===== src/rtl/rfdc_wb_arbiter_pkg.sv =====
`default_nettype none
// +----------------------------------------------------------------------+
// | rfdc_arb_pkg : shared types and default widths for rfdc_wb_arbiter   |
// | Rev 1.0                                                              |
// +----------------------------------------------------------------------+
package rfdc_arb_pkg;

  typedef enum logic [1:0] {
    IDLE = 2'd0,
    BUSY = 2'd1,
    DONE = 2'd2
  } state_t;

  typedef enum logic {
    RESP_ACK = 1'b0,
    RESP_ERR = 1'b1
  } resp_t;

  localparam int DEF_ADR_BITS = 18;
  localparam int DEF_DAT_BITS = 32;

endpackage
`default_nettype wire


===== src/rtl/rfdc_wb_arbiter_if.sv =====
`default_nettype none
// +----------------------------------------------------------------------+
// | rfdc_wb_arbiter_if : requester-side and converter-side WB signals    |
// | Rev 1.0                                                              |
// +----------------------------------------------------------------------+
interface rfdc_wb_arbiter_if
  import rfdc_arb_pkg::*;
#(
  parameter int NMASTER  = 3,
  parameter int ADR_BITS = DEF_ADR_BITS,
  parameter int DAT_BITS = DEF_DAT_BITS
);
  localparam int c_SEL_BITS = DAT_BITS / 8;
  localparam int c_GW       = $clog2(NMASTER);

  logic [NMASTER-1:0]            m_cyc_i;
  logic [NMASTER-1:0]            m_stb_i;
  logic [NMASTER-1:0]            m_we_i;
  logic [NMASTER*ADR_BITS-1:0]   m_adr_i;
  logic [NMASTER*DAT_BITS-1:0]   m_dat_i;
  logic [NMASTER*c_SEL_BITS-1:0] m_sel_i;
  logic [NMASTER-1:0]            m_ack_o;
  logic [NMASTER-1:0]            m_err_o;
  logic [DAT_BITS-1:0]           m_dat_o;

  logic                          s_cyc_o;
  logic                          s_stb_o;
  logic                          s_we_o;
  logic [ADR_BITS-1:0]           s_adr_o;
  logic [DAT_BITS-1:0]           s_dat_o;
  logic [c_SEL_BITS-1:0]         s_sel_o;
  logic                          s_ack_i;
  logic                          s_err_i;
  logic [DAT_BITS-1:0]           s_dat_i;

  logic [c_GW-1:0]               grant_o;
  logic                          busy_o;
  logic                          timeout_o;

  // Arbiter's own view of the whole bundle
  modport arb (
    input  m_cyc_i, m_stb_i, m_we_i, m_adr_i, m_dat_i, m_sel_i,
    output m_ack_o, m_err_o, m_dat_o,
    output s_cyc_o, s_stb_o, s_we_o, s_adr_o, s_dat_o, s_sel_o,
    input  s_ack_i, s_err_i, s_dat_i,
    output grant_o, busy_o, timeout_o
  );

  modport master (
    output m_cyc_i, m_stb_i, m_we_i, m_adr_i, m_dat_i, m_sel_i,
    input  m_ack_o, m_err_o, m_dat_o
  );

  modport slave (
    input  s_cyc_o, s_stb_o, s_we_o, s_adr_o, s_dat_o, s_sel_o,
    output s_ack_i, s_err_i, s_dat_i
  );

endinterface
`default_nettype wire


===== src/rtl/rfdc_wb_arbiter_rr_prio_sel.sv =====
`default_nettype none
// +----------------------------------------------------------------------+
// | rr_prio_sel : picks the first requester after i_last, wrapping       |
// | Rev 1.0                                                              |
// +----------------------------------------------------------------------+
module rr_prio_sel
  import rfdc_arb_pkg::*;
#(
  parameter int N = 3
) (
  input  logic [N-1:0]         i_req,
  input  logic [$clog2(N)-1:0] i_last,
  output logic                 o_valid,
  output logic [$clog2(N)-1:0] o_idx
);
  localparam int c_IW = $clog2(N);

  // Scan from the farthest offset down so the nearest requester wins last
  always_comb begin
    int w_cand;
    w_cand  = 0;
    o_valid = 1'b0;
    o_idx   = '0;
    for (int i = N; i >= 1; i--) begin
      w_cand = (int'(i_last) + i) % N;
      if (i_req[w_cand[c_IW-1:0]]) begin
        o_valid = 1'b1;
        o_idx   = w_cand[c_IW-1:0];
      end
    end
  end

endmodule
`default_nettype wire


===== src/rtl/rfdc_wb_arbiter.sv =====
`default_nettype none
// +----------------------------------------------------------------------+
// | rfdc_wb_arbiter : round-robin share of the converter WB port         |
// | Rev 1.0                                                              |
// +----------------------------------------------------------------------+
module rfdc_wb_arbiter
  import rfdc_arb_pkg::*;
#(
  parameter int NMASTER  = 3,
  parameter int ADR_BITS = DEF_ADR_BITS,
  parameter int DAT_BITS = DEF_DAT_BITS,
  parameter int TIMEOUT  = 1024
) (
  input  logic           wb_clk_i,
  input  logic           wb_rst_i,
  rfdc_wb_arbiter_if.arb bus
);
  localparam int              c_SEL_BITS = DAT_BITS / 8;
  localparam int              c_GW       = $clog2(NMASTER);
  localparam int              c_CW       = $clog2(TIMEOUT + 1);
  localparam logic [c_CW-1:0] c_CNT_LAST = c_CW'(TIMEOUT - 1);

  state_t                r_state;
  logic [c_GW-1:0]       r_grant;
  logic [c_GW-1:0]       r_last;
  logic [ADR_BITS-1:0]   r_adr;
  logic [DAT_BITS-1:0]   r_dat;
  logic [c_SEL_BITS-1:0] r_sel;
  logic                  r_we;
  logic [DAT_BITS-1:0]   r_rdata;
  logic [c_CW-1:0]       r_cnt;
  logic [NMASTER-1:0]    r_ack;
  logic [NMASTER-1:0]    r_err;
  logic                  r_timeout;

  logic [NMASTER-1:0]    w_req;
  logic                  w_valid;
  logic [c_GW-1:0]       w_idx;
  logic                  w_expire;
  logic                  w_term;
  resp_t                 w_resp;

  assign w_req = bus.m_cyc_i & bus.m_stb_i;

  rr_prio_sel #(.N(NMASTER)) u_sel (
    .i_req   (w_req),
    .i_last  (r_last),
    .o_valid (w_valid),
    .o_idx   (w_idx)
  );

  assign w_expire = (r_cnt == c_CNT_LAST);
  assign w_term   = bus.s_ack_i | bus.s_err_i | w_expire;
  // Error takes precedence over ack; expiry without ack is an error too
  assign w_resp   = (bus.s_err_i || !bus.s_ack_i) ? RESP_ERR : RESP_ACK;

  always_ff @(posedge wb_clk_i) begin
    if (wb_rst_i) begin
      r_state   <= IDLE;
      r_grant   <= '0;
      r_last    <= c_GW'(NMASTER - 1);
      r_adr     <= '0;
      r_dat     <= '0;
      r_sel     <= '0;
      r_we      <= 1'b0;
      r_rdata   <= '0;
      r_cnt     <= '0;
      r_ack     <= '0;
      r_err     <= '0;
      r_timeout <= 1'b0;
    end else begin
      r_ack     <= '0;
      r_err     <= '0;
      r_timeout <= 1'b0;
      case (r_state)
        IDLE: begin
          if (w_valid) begin
            r_grant <= w_idx;
            r_adr   <= bus.m_adr_i[int'(w_idx)*ADR_BITS +: ADR_BITS];
            r_dat   <= bus.m_dat_i[int'(w_idx)*DAT_BITS +: DAT_BITS];
            r_sel   <= bus.m_sel_i[int'(w_idx)*c_SEL_BITS +: c_SEL_BITS];
            r_we    <= bus.m_we_i[w_idx];
            r_state <= BUSY;
          end
        end
        BUSY: begin
          r_cnt <= r_cnt + c_CW'(1);
          if (bus.s_ack_i) r_rdata <= bus.s_dat_i;
          if (w_term) begin
            r_ack[r_grant] <= (w_resp == RESP_ACK);
            r_err[r_grant] <= (w_resp == RESP_ERR);
            r_timeout      <= w_expire && !bus.s_ack_i && !bus.s_err_i;
            r_state        <= DONE;
          end
        end
        DONE: begin
          r_last  <= r_grant;
          r_cnt   <= '0;
          r_state <= IDLE;
        end
        default: r_state <= IDLE;
      endcase
    end
  end

  assign bus.s_cyc_o   = (r_state == BUSY);
  assign bus.s_stb_o   = (r_state == BUSY);
  assign bus.s_we_o    = r_we;
  assign bus.s_adr_o   = r_adr;
  assign bus.s_dat_o   = r_dat;
  assign bus.s_sel_o   = r_sel;
  assign bus.m_ack_o   = r_ack;
  assign bus.m_err_o   = r_err;
  assign bus.m_dat_o   = r_rdata;
  assign bus.grant_o   = r_grant;
  assign bus.busy_o    = (r_state != IDLE);
  assign bus.timeout_o = r_timeout;

endmodule
`default_nettype wire


===== src/flat_wrapper.sv =====
// flat-port wrapper written by rule: the top's interface ports become plain ports
module rfdc_wb_arbiter_flat import rfdc_arb_pkg::*;
#(
  parameter int NMASTER  = 3,
  parameter int ADR_BITS = DEF_ADR_BITS,
  parameter int DAT_BITS = DEF_DAT_BITS,
  parameter int TIMEOUT  = 1024
)
  (wb_clk_i, wb_rst_i, bus_m_cyc_i, bus_m_stb_i, bus_m_we_i, bus_m_adr_i, bus_m_dat_i, bus_m_sel_i, bus_m_ack_o, bus_m_err_o, bus_m_dat_o, bus_s_cyc_o, bus_s_stb_o, bus_s_we_o, bus_s_adr_o, bus_s_dat_o, bus_s_sel_o, bus_s_ack_i, bus_s_err_i, bus_s_dat_i, bus_grant_o, bus_busy_o, bus_timeout_o);
  rfdc_wb_arbiter_if #(.NMASTER(NMASTER), .ADR_BITS(ADR_BITS), .DAT_BITS(DAT_BITS)) bus_i ();
  input  logic wb_clk_i;
  input  logic wb_rst_i;
  input wire logic [$bits(bus_i.m_cyc_i)-1:0] bus_m_cyc_i;
  input wire logic [$bits(bus_i.m_stb_i)-1:0] bus_m_stb_i;
  input wire logic [$bits(bus_i.m_we_i)-1:0] bus_m_we_i;
  input wire logic [$bits(bus_i.m_adr_i)-1:0] bus_m_adr_i;
  input wire logic [$bits(bus_i.m_dat_i)-1:0] bus_m_dat_i;
  input wire logic [$bits(bus_i.m_sel_i)-1:0] bus_m_sel_i;
  output wire logic [$bits(bus_i.m_ack_o)-1:0] bus_m_ack_o;
  output wire logic [$bits(bus_i.m_err_o)-1:0] bus_m_err_o;
  output wire logic [$bits(bus_i.m_dat_o)-1:0] bus_m_dat_o;
  output wire logic [$bits(bus_i.s_cyc_o)-1:0] bus_s_cyc_o;
  output wire logic [$bits(bus_i.s_stb_o)-1:0] bus_s_stb_o;
  output wire logic [$bits(bus_i.s_we_o)-1:0] bus_s_we_o;
  output wire logic [$bits(bus_i.s_adr_o)-1:0] bus_s_adr_o;
  output wire logic [$bits(bus_i.s_dat_o)-1:0] bus_s_dat_o;
  output wire logic [$bits(bus_i.s_sel_o)-1:0] bus_s_sel_o;
  input wire logic [$bits(bus_i.s_ack_i)-1:0] bus_s_ack_i;
  input wire logic [$bits(bus_i.s_err_i)-1:0] bus_s_err_i;
  input wire logic [$bits(bus_i.s_dat_i)-1:0] bus_s_dat_i;
  output wire logic [$bits(bus_i.grant_o)-1:0] bus_grant_o;
  output wire logic [$bits(bus_i.busy_o)-1:0] bus_busy_o;
  output wire logic [$bits(bus_i.timeout_o)-1:0] bus_timeout_o;
  assign bus_i.m_cyc_i = bus_m_cyc_i;
  assign bus_i.m_stb_i = bus_m_stb_i;
  assign bus_i.m_we_i = bus_m_we_i;
  assign bus_i.m_adr_i = bus_m_adr_i;
  assign bus_i.m_dat_i = bus_m_dat_i;
  assign bus_i.m_sel_i = bus_m_sel_i;
  assign bus_m_ack_o = bus_i.m_ack_o;
  assign bus_m_err_o = bus_i.m_err_o;
  assign bus_m_dat_o = bus_i.m_dat_o;
  assign bus_s_cyc_o = bus_i.s_cyc_o;
  assign bus_s_stb_o = bus_i.s_stb_o;
  assign bus_s_we_o = bus_i.s_we_o;
  assign bus_s_adr_o = bus_i.s_adr_o;
  assign bus_s_dat_o = bus_i.s_dat_o;
  assign bus_s_sel_o = bus_i.s_sel_o;
  assign bus_i.s_ack_i = bus_s_ack_i;
  assign bus_i.s_err_i = bus_s_err_i;
  assign bus_i.s_dat_i = bus_s_dat_i;
  assign bus_grant_o = bus_i.grant_o;
  assign bus_busy_o = bus_i.busy_o;
  assign bus_timeout_o = bus_i.timeout_o;
  rfdc_wb_arbiter #(.NMASTER(NMASTER), .ADR_BITS(ADR_BITS), .DAT_BITS(DAT_BITS), .TIMEOUT(TIMEOUT)) u_core (.wb_clk_i(wb_clk_i), .wb_rst_i(wb_rst_i), .bus(bus_i));
endmodule

===== config.mk =====
export PLATFORM = sky130hd
export DESIGN_NAME = rfdc_wb_arbiter_flat
export DESIGN_NICKNAME = d
export VERILOG_FILES = /design/src/rtl/rfdc_wb_arbiter_pkg.sv /design/src/rtl/rfdc_wb_arbiter_if.sv /design/src/rtl/rfdc_wb_arbiter_rr_prio_sel.sv /design/src/rtl/rfdc_wb_arbiter.sv /design/src/flat_wrapper.sv
export SDC_FILE = /design/constraint.sdc
export NUM_CORES = 1
export LEC_CHECK = 0
export CELL_PAD_IN_SITES_DETAIL_PLACEMENT = 2
export CELL_PAD_IN_SITES_GLOBAL_PLACEMENT = 2
export CORE_MARGIN = 2
export CORE_UTILIZATION = 22
export CTS_CLUSTER_DIAMETER = 60
export DETAILED_ROUTE_END_ITERATION = 8
export HOLD_SLACK_MARGIN = 0.05
export PLACE_DENSITY = 0.91
export SLEW_MARGIN = 20
export SYNTH_ARGS = -nofsm -noshare
export SYNTH_HDL_FRONTEND = slang
export SYNTH_HIERARCHICAL = 1
export SYNTH_SLANG_ARGS = --single-unit

===== constraint.sdc =====
create_clock -name wb_clk_i -period 4.7 [get_ports wb_clk_i]
set_clock_uncertainty 0.05 [all_clocks]
set_input_delay 0.705 -clock wb_clk_i [delete_from_list [all_inputs] [get_ports wb_clk_i]]
set_output_delay 0.705 -clock wb_clk_i [all_outputs]
set_load 0.05 [all_outputs]

Word level (Yosys, flattened, before mapping). Index checks and enable logic that the tools add are counted.

Add/sub/neg operators: 4. Multiply operators: 1. Divide/modulo/power cells: 3. Order comparisons: 6. Equality and inequality tests: 5. Shift operators: 3. Multiplexer cells: 21. Bitwise operators: 8. Reduce and logical (&&, ||, !) cells: 13.

Operators by type and width (number): $mod 32x3->32 const B (3); $shiftx 96x8->32 (1); $shiftx 54x32->18 (1); $pmux 11 s2 (1); $lt 2x3->1 const B (5); $shiftx 12x5->4 (1); $add 11x1->11 const B (1); $eq 11x10->1 const B (1); $mux 2 (5); $and 3x3->3 (3); $mux 1 (9); $bmux 1 s2 (4); $add 2x2->3 const B (2); $mul 2x4->6 const B (1); $reduce_and 2->1 (3); $pmux 2 s2 (1); $reduce_bool 2->1 (2); $add 2x1->3 const B (1); $logic_and 1x1->1 (3); $not 1->1 (3); $reduce_or 3->1 (1); $demux 1 s2 (1); $eq 2x1->1 const B (1); $eq 2x2->1 const B (1); other kinds (7) (9).

Register bits: 111. Input bits: 207. Output and inout bits: 99. Logic and storage cells: 76.

Longest topological paths before layout.
Depth after elaboration: 9. Mapped depth: 13. Mapped depth without buffers: 10.

Hierarchy. Netlist, hierarchy kept.

Modules (own cells, without submodules): rfdc_wb_arbiter (times used 1, cells an instance 619, area each 5067.4 um^2, sequential area each 2222.1 um^2); rr_prio_sel (times used 1, cells an instance 36, area each 245.2 um^2, sequential area each 0.0 um^2).

Worst setup path after synthesis. Ideal clock, no wire load.

Kind: input port to flip-flop. From: input port bus_m_cyc_i[2]. To: register u_core.r_adr[0], in the netlist u_core/bus.s_adr_o[0]. Arrival: 2.287 ns. Setup slack: 2.231 ns. Stages on the path: 11. Buffers on the path: 2. Cell sequence: and2_1 -> nand2b_1 -> o22ai_1 -> a21oi_1 -> o21bai_1 -> buf_4 -> buf_4 -> mux2i_1 -> nor2_1 -> a211oi_1 -> nor3_1.

Cells in the longest elaborated chain, start to end: 8. Elaborated cells on any way between the ends: 16. Those cells by class: mul (1); shift (1); mux (12); bitwise (1); reduce/logical (1).

Ends and longest elaborated chain: start: declaration (line flat_wrapper.sv:13) `input wire logic [$bits(bus_i.m_cyc_i)-1:0] bus_m_cyc_i;`; $and 3x3->3 (*) (line rfdc_wb_arbiter.sv:43) `assign w_req = bus.m_cyc_i & bus.m_stb_i;`; $bmux 1 s2 (line rfdc_wb_arbiter_rr_prio_sel.sv:26) `if (i_req[w_cand[c_IW-1:0]]) begin`; $mux 1 (not written as such) (line rfdc_wb_arbiter_rr_prio_sel.sv:26); $mux 2 (2 in a row) (line rfdc_wb_arbiter_rr_prio_sel.sv:26); $mux 2 (*) (line rfdc_wb_arbiter_rr_prio_sel.sv:26); net u_core.w_idx[0] (line rfdc_wb_arbiter.sv:38) `logic [c_GW-1:0] w_idx;`; $mul 2x4->6 (*) (line rfdc_wb_arbiter.sv:79) `r_adr <= bus.m_adr_i[int'(w_idx)*ADR_BITS +: ADR_BITS];`; $shiftx 54x32->18 (*) (line rfdc_wb_arbiter.sv:79); end signal: assignment (line rfdc_wb_arbiter.sv:79); end: declaration (line rfdc_wb_arbiter.sv:26) `logic [ADR_BITS-1:0] r_adr;`.

Mark *: on every way through the listed nets, which the timed path passes. The rest lies on a longest branch. The select of a mux whose other input is x is not followed. A chain may end at the register's enable or synchronous reset.

Worst setup path in the final report.
From: input port bus_m_cyc_i[2]. To: register u_core.r_dat[31], in the netlist u_core/bus.s_dat_o[31].

Cells in the longest elaborated chain, start to end: 7. Elaborated cells on any way between the ends: 15. Those cells by class: shift (1); mux (12); bitwise (1); reduce/logical (1).

Ends and longest elaborated chain: $and 3x3->3 (*) (line rfdc_wb_arbiter.sv:43); net u_core.w_req[2] (line rfdc_wb_arbiter.sv:36) `logic [NMASTER-1:0] w_req;`; $bmux 1 s2 (line rfdc_wb_arbiter_rr_prio_sel.sv:26); $mux 1 (not written as such) (line rfdc_wb_arbiter_rr_prio_sel.sv:26); $mux 2 (2 in a row) (line rfdc_wb_arbiter_rr_prio_sel.sv:26); $mux 2 (*) (line rfdc_wb_arbiter_rr_prio_sel.sv:26); net u_core.w_idx[0] (line rfdc_wb_arbiter.sv:38); $shiftx 96x8->32 (*) (line rfdc_wb_arbiter.sv:80) `r_dat <= bus.m_dat_i[int'(w_idx)*DAT_BITS +: DAT_BITS];`; end signal: assignment (line rfdc_wb_arbiter.sv:80); end: declaration (line rfdc_wb_arbiter.sv:27) `logic [DAT_BITS-1:0] r_dat;`.

Marked as above.

==> results_tabular.tex <==
\begin{tabular}{lr}
\hline
Metric & Value \\
\hline
\multicolumn{2}{l}{\textbf{STA}} \\
\quad Min cycle time layout & 3.18 ns \\
\quad Final setup slack of the worst path & 1.52 ns \\
\quad Number of failing hold endpoints at the final stage & 0 \\
\quad Worst hold-check slack & 0.412 ns \\
\quad Unrepaired setup endpoints after global routing & no \\
\quad Setup TNS & 0 ns \\
\quad Setup violators final & 0 \\
\quad Max Clock Freq & 0.315 GHz \\
\quad Max Transition Viols Final & 0 \\
\quad Portion of the clock cycle consumed by the worst path in the final layout & 67.6\% \\
\quad Transition time of the tightest slew-check pin & 0.772 ns \\
\quad Slew Limit Headroom & 48.5\% \\
\multicolumn{2}{l}{\textbf{Final layout}} \\
\quad Area occupied by registers & 0.00222 mm\^{}2 \\
\quad Final standard cell utilization of the core & 38.0\% \\
\quad Layout overhead on the synthesized area & 69.1\% \\
\quad Layout filler cell count & 2652 \\
\quad Highest-count cells in the layout ignoring fill and taps & clkdlybuf4s50\_1 (304), nor2\_1 (127), dfxtp\_1 (111) \\
\quad Post-layout instance count excluding filler cells & 1255 \\
\quad Post-Layout Inst Area & 0.00898 mm\^{}2 \\
\quad Area of the multi-input gates & 0.00286 mm\^{}2 \\
\quad ANT cells & 0 \\
\quad Fraction of final layout cells sized beyond drive strength 1 & 4.27\% \\
\quad Number of nets in the finished design & 1147 \\
\quad Leading cell type in the layout, fill and taps excluded & clkdlybuf4s50\_1 \\
\multicolumn{2}{l}{\textbf{Power and ir drop}} \\
\quad Net switching power figure & 2.09 mW \\
\quad Static leakage & 3.21 nW \\
\quad Proportion of power drawn by the clock network & 17.2\% \\
\quad Total power of the final layout & 4.50 mW \\
\quad Internal power & 2.41 mW \\
\quad Power density relative to cell area & 501 mW/mm\^{}2 \\
\quad Peak VDD IR & 0.171 mV \\
\quad Net Sw Frac & 46.4\% \\
\quad Comb pwr share & 54.1\% \\
\quad Relative contribution of sequential cells to total power & 28.7\% \\
\multicolumn{2}{l}{\textbf{Clock tree}} \\
\quad Clock-pin slew on the worst setup and hold paths & 0.08 ns \\
\quad Total number of H-tree levels & 3 \\
\quad CTS Buf Count & 9 \\
\quad Root buf cell & clkbuf\_16 \\
\quad Clock tree from TritonCTS & yes \\
\quad Clock network latency to the later pin of the worst-skew pair & 0.35 ns \\
\quad Number of gates resized after CTS & 0 \\
\quad CTS hold repair buffers & 0 \\
\quad Clock sink count & 111 \\
\quad Max Buffers Root-to-Sink & 2 \\
\quad Post CTS Setup Buffer Count & 0 \\
\multicolumn{2}{l}{\textbf{Yosys}} \\
\quad Primary FF master, synth & dfxtp\_1 \\
\quad Portion of the post-synthesis area used by sequential elements & 41.8\% \\
\quad Parity-gate share of the synthesized area counting xor and xnor cells & 1.48\% \\
\quad Synthesized area & 0.00531 mm\^{}2 \\
\quad Number of flip-flops and latches in the synthesized netlist & 111 \\
\quad Post-Syn Area per Cell & 8.11 um\^{}2 \\
\quad Adder-Cell Fraction of Synth Area & 2.12\% \\
\quad Area fraction in and, or, nand and nor cells after synthesis & 24.0\% \\
\quad Synth Area in Compound Gates & 14.0\% \\
\quad Count of different cell masters after synthesis & 41 \\
\quad Number of synthesized flops with an enable pin & 0 \\
\quad Total number of yosys warnings & 6 \\
\quad Proportion of synthesized area in mux cells & 11.5\% \\
\quad Number of cells produced by synthesis & 655 \\
\quad Largest family of logic cells by synthesized area & simple AND/OR/NAND/NOR gates \\
\quad Share of synthesized registers carrying an async set or reset & 0\% \\
\quad Mapped Nets & 871 \\
\multicolumn{2}{l}{\textbf{Setup path}} \\
\quad Cell repeated most along the worst path & a211oi\_1 \\
\quad Top delay family on crit path & buffers and inverters \\
\quad Critical R2R Launch & u\_core/r\_last[0]\$\_SDFFE\_PP0P\_ \\
\quad Critical Path Fanout Max & 31 \\
\quad Logic depth of the worst path, buffers included & 11 \\
\quad Required @ worst endpoint & 4.86 ns \\
\quad Worst Setup End Kind & flip-flop \\
\quad Reg2reg end & u\_core/bus.s\_dat\_o[31]\$\_SDFFE\_PP0P\_ \\
\quad R2r setup slk & 1.65 ns \\
\quad Bufs and invs on worst path & 3 \\
\quad Depth of the worst register-to-register path & 12 \\
\quad Arrival time reported for the critical path endpoint & 3.34 ns \\
\quad Cell chain of the critical path & clkdlybuf4s50\_1 -> and2\_1 -> nand3b\_1 -> a211oi\_1 -> o21bai\_4 -> buf\_12 -> buf\_4 -> mux2i\_1 -> nor2\_1 -> a211oi\_1 -> nor3\_1 \\
\quad Largest stage delay on the critical path & 0.48 ns \\
\quad Path type of the worst setup path & in -> reg \\
\quad Startpoint type of the worst setup path & input pin \\
\quad CP max stage cell & clkdlybuf4s50\_1 \\
\multicolumn{2}{l}{\textbf{Worst hold path}} \\
\quad Type of the most critical hold path & reg -> reg \\
\quad Hold path cells & 2 \\
\quad Hold Path Sink & u\_core/bus.m\_dat\_o[9]\$\_SDFFE\_PP0P\_ \\
\quad Min-Delay Startpoint & u\_core/bus.m\_dat\_o[9]\$\_SDFFE\_PP0P\_ \\
\multicolumn{2}{l}{\textbf{GRT}} \\
\quad Vias in the first global route & 6660 \\
\quad Total grt overflow & 0 \\
\quad Initial antenna violation count & 0 \\
\quad All-Layer GR Usage & 18.2\% \\
\quad Maximum number of pins on one net before global-route repair & 98 \\
\quad Wire length of the first global-routing pass & 36.6 mm \\
\multicolumn{2}{l}{\textbf{Routing}} \\
\quad Routed wire length & 23.3 mm \\
\quad Remaining design rule violation count & 0 \\
\quad Initial drt markers & 200 \\
\quad Average via count per standard cell & 4.71 \\
\quad Count of vias placed by the detailed router & 5915 \\
\quad Wire per inst & 18.6 um \\
\quad Antenna-violating nets left & 0 \\
\quad Number of detailed-routing iterations run before antenna repair & 4 \\
\multicolumn{2}{l}{\textbf{Flow run}} \\
\quad Max Cap Viol & 0 \\
\multicolumn{2}{l}{\textbf{Floorplanning}} \\
\quad Top Ports & 306 \\
\quad Die area & 0.0254 mm\^{}2 \\
\quad Total number of placement rows & 56 \\
\quad Placeable core region & 0.0236 mm\^{}2 \\
\quad Vertical die dimension & 159 um \\
\quad Chip Width & 159 um \\
\quad Initial Util & 22.5\% \\
\multicolumn{2}{l}{\textbf{Placement}} \\
\quad Placement Cell Area & 0.00869 mm\^{}2 \\
\quad Worst slack at placement & 1.10 ns \\
\quad DP Wirelength & 18.1 mm \\
\quad Input/output buffers & 305 \\
\quad Placer Congestion & 0.768 \\
\quad Number of placed instances, taps included & 1239 \\
\multicolumn{2}{l}{\textbf{Status}} \\
\quad Run status & completed \\
\hline
\end{tabular}
## Yosys cell counts, types with 2 or more instances
library cell / instances / area [um^2]
buf_4: 6 / 45.0
nor2b_1: 4 / 25.0
nand2b_1: 6 / 37.5
buf_2: 12 / 60.1
mux2i_1: 61 / 611
and2_1: 6 / 37.5
inv_1: 7 / 26.3
nand4_1: 4 / 25.0
nor3_1: 59 / 295
nand2_1: 76 / 285
xnor2_1: 4 / 35.0
a211oi_1: 56 / 420
or2b_1: 2 / 15.0
ha_1: 9 / 113
o22ai_1: 4 / 25.0
nor2_1: 127 / 477
dfxtp_1: 111 / 2220
buf_1: 7 / 26.3
xor2_1: 5 / 43.8
a21oi_1: 39 / 195
o21ai_0: 5 / 25.0
clkbuf_1: 26 / 97.6
## cell type report
type	instances	area share, %
inverter	7	0.292
multi-input combinational	484	31.8
clock buffer	11	2.81
tap	319	4.44
clock inverter	5	0.432
timing repair buffer	318	35.5
sequential	111	24.7
## power groups by stage
stage	sequential, mW	clock, mW	combinational [mW]
finish	1.29	0.774	2.44
CTS	1.30	0.811	2.48
floorplan	2.02	0	0.809
global route	1.33	0.847	2.61
detailed placement	1.32	0	2.47
global placement	1.30	0	2.39
## logic make-up after synthesis
logic type	Yosys count
compound gates	112
xor+xnor	9
fa+ha+maj	9
buf+inv	60
flops	111
mux	61
simple gates	293
## metal layers
metal	wire length (um)	GRT usage (%)	vias to the layer above
li1	-	-	2800
met1	9090	19.9	2879
met2	12100	33.8	202
met3	1450	4.48	34
met4	631	6.45	0
met5	0	0	-
## how the worst max path moves through the flow
stage / from / endpoint / slack [ns]
after floorplan: bus_m_cyc_i[2] / u_core/bus.s_adr_o[0]$_SDFFE_PP0P_ / 2.23
after global placement: bus_m_cyc_i[2] / u_core/bus.s_dat_o[30]$_SDFFE_PP0P_ / 1.20
after detailed placement: bus_m_cyc_i[2] / u_core/bus.s_dat_o[24]$_SDFFE_PP0P_ / 1.10
after CTS: bus_m_cyc_i[2] / u_core/bus.s_dat_o[24]$_SDFFE_PP0P_ / 1.46
after global routing: bus_m_cyc_i[2] / u_core/bus.s_dat_o[24]$_SDFFE_PP0P_ / 1.27
final: bus_m_cyc_i[2] / u_core/bus.s_dat_o[31]$_SDFFE_PP0P_ / 1.52
## worst register-to-register path, cell delays in order, from the launching register on
cell and delay [ns]:
dfxtp_1 0.39, inv_1 0.09, ha_1 0.46, nand2b_1 0.18, a21oi_1 0.07, a211oi_1 0.21
o21bai_4 0.27, buf_12 0.28, buf_4 0.26, mux2i_1 0.20, nor2_1 0.07, a211oi_1 0.30
nor3_1 0.08
## flip-flops by register name (all words and copies together) (netlist names)
register	flops
u_core/bus.m_dat_o	32
u_core/r_last	2
u_core/r_cnt	11
u_core/r_state	2
u_core/bus.timeout_o	1
u_core/bus.s_we_o	1
u_core/bus.s_adr_o	18
u_core/bus.s_dat_o	32
u_core/bus.grant_o	2
u_core/bus.s_sel_o	4
u_core/bus.m_ack_o	3
u_core/bus.m_err_o	3
(Power assumes the default switching activity.)
